**src/rtl/sm_subtractor_pipe.sv**
```systemverilog
// Two-stage pipelined sign-magnitude subtractor (out = a - b) with valid/ready
// handshake, magnitude saturation with overflow flag, and negative-zero suppression.
module sm_subtractor_pipe #(
    parameter int size = 16
) (
    input  logic            clk,
    input  logic            rst_n,
    input  logic            in_valid,
    output logic            in_ready,
    input  logic [size-1:0] a,
    input  logic [size-1:0] b,
    output logic            out_valid,
    input  logic            out_ready,
    output logic [size-1:0] out,
    output logic            ovf
);

    localparam int MW = size - 1;

    logic [MW-1:0] mag_a;
    logic [MW-1:0] mag_b;
    logic          sign_a;
    logic          sign_bn;
    logic          a_gt_b;
    logic          in_fire;
    logic          s2_load;

    logic          s1_v_reg;
    logic [MW-1:0] s1_max_reg;
    logic [MW-1:0] s1_min_reg;
    logic          s1_sign_reg;
    logic          s1_add_reg;

    logic          s2_v_reg;
    logic [MW-1:0] s2_mag_reg;
    logic          s2_sign_reg;
    logic          s2_ovf_reg;

    logic [MW:0]   sum_next;
    logic [MW-1:0] mag_next;
    logic          sign_next;
    logic          ovf_next;

    // Subtraction is addition of b with its sign flipped.
    assign mag_a   = a[MW-1:0];
    assign mag_b   = b[MW-1:0];
    assign sign_a  = a[MW];
    assign sign_bn = ~b[MW];
    assign a_gt_b  = (mag_a > mag_b);

    assign s2_load  = !s2_v_reg || out_ready;
    assign in_ready = !s1_v_reg || s2_load;
    assign in_fire  = in_valid && in_ready;

    always_ff @(posedge clk or negedge rst_n) begin
        if (!rst_n) begin
            s1_v_reg    <= 1'b0;
            s1_max_reg  <= '0;
            s1_min_reg  <= '0;
            s1_sign_reg <= 1'b0;
            s1_add_reg  <= 1'b0;
        end else begin
            if (in_fire) begin
                s1_v_reg    <= 1'b1;
                s1_max_reg  <= a_gt_b ? mag_a : mag_b;
                s1_min_reg  <= a_gt_b ? mag_b : mag_a;
                s1_sign_reg <= a_gt_b ? sign_a : sign_bn;
                s1_add_reg  <= (sign_a == sign_bn);
            end else if (s2_load) begin
                s1_v_reg <= 1'b0;
            end
        end
    end

    // max >= min, so the subtract path can never borrow out of the top bit.
    always_comb begin
        sum_next  = '0;
        mag_next  = '0;
        sign_next = 1'b0;
        ovf_next  = 1'b0;
        if (s1_add_reg) begin
            sum_next = {1'b0, s1_max_reg} + {1'b0, s1_min_reg};
            ovf_next = sum_next[MW];
        end else begin
            sum_next = {1'b0, s1_max_reg} - {1'b0, s1_min_reg};
        end
        mag_next  = ovf_next ? {MW{1'b1}} : sum_next[MW-1:0];
        sign_next = (mag_next != '0) ? s1_sign_reg : 1'b0;
    end

    always_ff @(posedge clk or negedge rst_n) begin
        if (!rst_n) begin
            s2_v_reg    <= 1'b0;
            s2_mag_reg  <= '0;
            s2_sign_reg <= 1'b0;
            s2_ovf_reg  <= 1'b0;
        end else if (s2_load) begin
            s2_v_reg <= s1_v_reg;
            if (s1_v_reg) begin
                s2_mag_reg  <= mag_next;
                s2_sign_reg <= sign_next;
                s2_ovf_reg  <= ovf_next;
            end
        end
    end

    assign out_valid = s2_v_reg;
    assign out       = {s2_sign_reg, s2_mag_reg};
    assign ovf       = s2_ovf_reg;

endmodule
```
**config.mk**
```make
export PLATFORM = sky130hd
export DESIGN_NAME = sm_subtractor_pipe
export DESIGN_NICKNAME = d
export VERILOG_FILES = /design/src/rtl/sm_subtractor_pipe.sv
export SDC_FILE = /design/constraint.sdc
export NUM_CORES = 1
export LEC_CHECK = 0
export CORE_UTILIZATION = 62
export CTS_CLUSTER_DIAMETER = 30
export CTS_CLUSTER_SIZE = 10
export DETAILED_ROUTE_END_ITERATION = 8
export PLACE_DENSITY = 0.87
export SLEW_MARGIN = 10
export SYNTH_ARGS = -nofsm -noshare
export SYNTH_HDL_FRONTEND = slang
export SYNTH_SLANG_ARGS = --single-unit
```
**constraint.sdc**
```tcl
create_clock -name clk -period 7.7 [get_ports clk]
set_input_delay 1.54 -clock clk [delete_from_list [all_inputs] [get_ports clk]]
set_output_delay 1.54 -clock clk [all_outputs]
set_load 0.02 [all_outputs]
```
==> out/summary.log <==
INFO  worst_setup_path path_class=primary input to output pin
INFO  outcome        run_status=complete, no violations
INFO  worst_setup_path worst_setup_sp_type=primary input
INFO  worst_setup_path path_delay_family=buffers and inverters
INFO  grt            pin_count_of_the_biggest_net_entering_global_routing=63
INFO  cts            cts-resized-gates=0
INFO  route          dr.pass1.iters=5
INFO  cells_and_area design.final.nets=699
INFO  min_path       timing.hold.worst.class=register to register
INFO  cells_and_area insertedDiodeCount=0
INFO  route          num_vias=4782
INFO  floorplanning  design.die.area=7998um2
INFO  power          power-per-cell-area=245.1nW/um2
INFO  worst_setup_path crit_top_cell=clkdlybuf4s50_1
INFO  worst_setup_path cpMaxStageDelayCell=clkdlybuf4s50_1
INFO  route          vias_per_cell=6.669
INFO  floorplanning  die_x=89.43um
INFO  timing         final.period_utilization=62.03%
INFO  placed_design  placement.io_buffers=54
INFO  placed_design  place_congestion=0.8953
INFO  route          final_antenna_net_count=0
INFO  worst_setup_path cpPeakStageDelay=0.73ns
INFO  timing         period_minus_slack=4.776ns
INFO  power          seq_power_share=30.5%
INFO  worst_setup_path worst_ep_arrival_time=3.24ns
INFO  timing         slew_headroom=20.67%
INFO  grt            globalRoute.totalOverflow=0
INFO  timing         hold_viol=0
INFO  power          total_switching_power=584.1uW
INFO  floorplanning  design.core.area=7331um2
INFO  synthesis      top_cells_by_area_in_the_synthesized_netlist=dfrtp_1 27%, ha_1 12%, nand3_1 7.3%
INFO  synthesis      synth.largest_area_cell=dfrtp_1
INFO  route          initialDrtViolationCount=332
INFO  timing         number_of_failing_setup_endpoints_in_the_final_timing_report=0
INFO  grt            grt_util_all_layers=31.82%
INFO  worst_setup_path timing.critical_path.to_type=output pin
INFO  synthesis      yosysUniqueCellTypes=65
INFO  synthesis      ys_ff_latch=51
INFO  synthesis      synth_async_sr_flop_share=100.0%
INFO  cts            cts.hold.buffers_added=0
INFO  power          power_switching_share=44.25%
INFO  placed_design  hpwl=8973um
INFO  worst_setup_path cp_max_fo=18
INFO  worst_setup_path cp.buffers_inverters=2
INFO  synthesis      postSynthNetCount=674
INFO  route          drc=0
INFO  cts            worst_skew_pair.late_latency=0.31ns
INFO  grt            vias_in_the_first_global_route=4279
INFO  cts            cts_inserted_buffers=5
INFO  timing         timing_max_transition_violations_final=0
INFO  power          internal_power=736.1uW
INFO  power          cellLeakagePower=2.361nW
INFO  floorplanning  start_util=64.65%
INFO  timing         tightestPinTransition=1.190ns
INFO  worst_setup_path cp_cell_sequence=clkdlybuf4s50_1, nand3b_1, clkdlybuf4s50_1
INFO  power          report.power.total=1.320mW
INFO  timing         timing.setup.tns=0ns
INFO  floorplanning  placement_rows=31
INFO  timing         fmax=209.4MHz
INFO  cells_and_area layout-area-overhead-vs-synth=13.65%
INFO  cells_and_area sequential_cell_area=1276um2
INFO  synthesis      synth_edf_count=0
INFO  cells_and_area multiInputGateArea=3156um2
INFO  synthesis      ys_dominant_reg_cell=dfrtp_1
INFO  floorplanning  chip_height=89.43um
INFO  synthesis      post-synth-top-area-fraction=26.93%
INFO  power          power.share.clock=13.0%
INFO  cts            clock_pin_transition_on_the_worst_setup_and_hold_timing_paths=0.10ns
INFO  cts            cts_tree=done
INFO  synthesis      post_synth_instance_area=4740um2
INFO  grt            antenna_violations_before_repair=0
INFO  cells_and_area layout_commonest_cell=nand3_1
INFO  synthesis      yosysSeqAreaShare=26.93%
INFO  route          wl=12210um
INFO  timing         timing.clock.skew=0.008757ns
INFO  synthesis      synth_cells=592
INFO  grt            grt_first_pass_wirelength=19930um
INFO  timing         grt_setup_unrepaired=false
INFO  route          avgRoutedWirePerCell=17.03um
INFO  cts            clkSinkCount=51
INFO  cells_and_area final_layout_size_suffix_gt1_share=4.369%
INFO  floorplanning  io_pins=55
INFO  cells_and_area final.fill_count=563
INFO  synthesis      yosysWarnings=0
INFO  cts            cts-htree-levels=2
INFO  flow_run       cap_violations=0
INFO  power          power.combinational.fraction=56.6%
INFO  power          worst_ir_drop_vdd=0.1038mV
INFO  cts            ctsRootBufferMaster=clkbuf_8
INFO  worst_setup_path worst_ep_required_time=6.16ns
INFO  cells_and_area final_cell_mix=69 x nand3_1, 53 x clkdlybuf4s50_1, 51 x dfrtp_1
INFO  synthesis      synth.avg_cell_area=8.006um2
INFO  cts            post-cts-setup-buffer-count=0
INFO  cts            clock_path_buffers=2
## kinds of logic after synthesis
| group | synth area share (%) |
|---|---|
| buffers and inverters | 6.864 |
| muxes | 0.6336 |
| AOI/OAI and AO/OA | 26.29 |
| adders and majority gates | 12.46 |
| and+or+nand+nor | 25.34 |
| DFF | 26.93 |
| xor gates and xnor gates | 1.478 |
## cell usage after synthesis (5+ instances only)
| cell | number |
|---|---|
| o21ai_0 | 29 |
| a2111o_1 | 15 |
| buf_1 | 5 |
| nand2_1 | 25 |
| o21bai_1 | 6 |
| dfrtp_1 | 51 |
| xnor2_1 | 5 |
| nor2_1 | 47 |
| nand2b_1 | 8 |
| clkbuf_1 | 28 |
| ha_1 | 44 |
| and3_1 | 16 |
| nor2b_1 | 21 |
| inv_1 | 40 |
| nand4_1 | 7 |
| a22oi_1 | 30 |
| nor3_1 | 11 |
| nand3_1 | 69 |
| or3_1 | 5 |
| a211oi_1 | 9 |
| o22a_1 | 5 |
| a31oi_1 | 14 |
| a21oi_1 | 18 |
| buf_2 | 8 |
## stage by stage
step           util [%]  std cells  hold WS, ns  worst slack (ns)  instance area, um2
4_1_cts           73.48        717       0.5010             2.933                5386
2_1_floorplan         -        592       0.4711             4.013                4740
3_3_place_gp      72.16        709       0.4637             2.938                5290
3_5_place_dp      72.16        709       0.4783             2.946                5290
6_report          73.48        717       0.4969             2.924                5386
5_1_grt           73.48        717       0.5242             2.793                5386
## per-layer routing
layer	up-vias	wire, um	share of wire, %	global-route usage [%]
met4	0	279	2.3	13.28
met3	28	863	7.1	4.709
met5	-	0	0	0
met1	2264	5143	42	41.57
li1	2251	-	-	-
met2	239	5928	49	52.67
## path summary, 6_finish.rpt
kind | from | to | slack (ns) | cells past startpoint
setup / recovery | out_ready | in_ready | 2.92 | 3
hold / removal | s2_mag_reg[11] | s2_mag_reg[11] | 0.50 | 2
setup reg to reg | s1_add_reg | s2_sign_reg | 4.60 | 8
hold reg to reg | s2_mag_reg[11] | s2_mag_reg[11] | 0.50 | 2
max in group asynchronous | rst_n | s1_max_reg[11] | 5.91 | 2
min in group asynchronous | rst_n | s2_mag_reg[13] | 1.33 | 2
## worst reg2reg max path, stage by stage (launching register included)
cell and delay, ns:
dfrtp_1 1.14, inv_2 0.29, nor3_1 0.26, a221oi_1 0.11, o21ai_0 0.27, nand4_1 0.13, or4b_1 0.51, nor4_2 0.17
a31oi_1 0.11
## power groups by stage
stage / sequential (mW) / clock [mW] / combinational, mW
6_report: 0.402 / 0.171 / 0.747
5_1_grt: 0.413 / 0.183 / 0.820
4_1_cts: 0.402 / 0.174 / 0.739
3_5_place_dp: 0.408 / 0 / 0.733
3_3_place_gp: 0.402 / 0 / 0.709
2_1_floorplan: 0.434 / 0 / 0.479
## cell type report
type	count	share of cell area [%]
clock buffer	6	1.533
clock inverter	2	0.2555
inverter	41	2.857
multi-input combinational	458	58.58
sequential	51	23.69
tap	99	2.300
timing repair buffer	60	10.78
No activity file was read; power rests on OpenSTA's default activity.
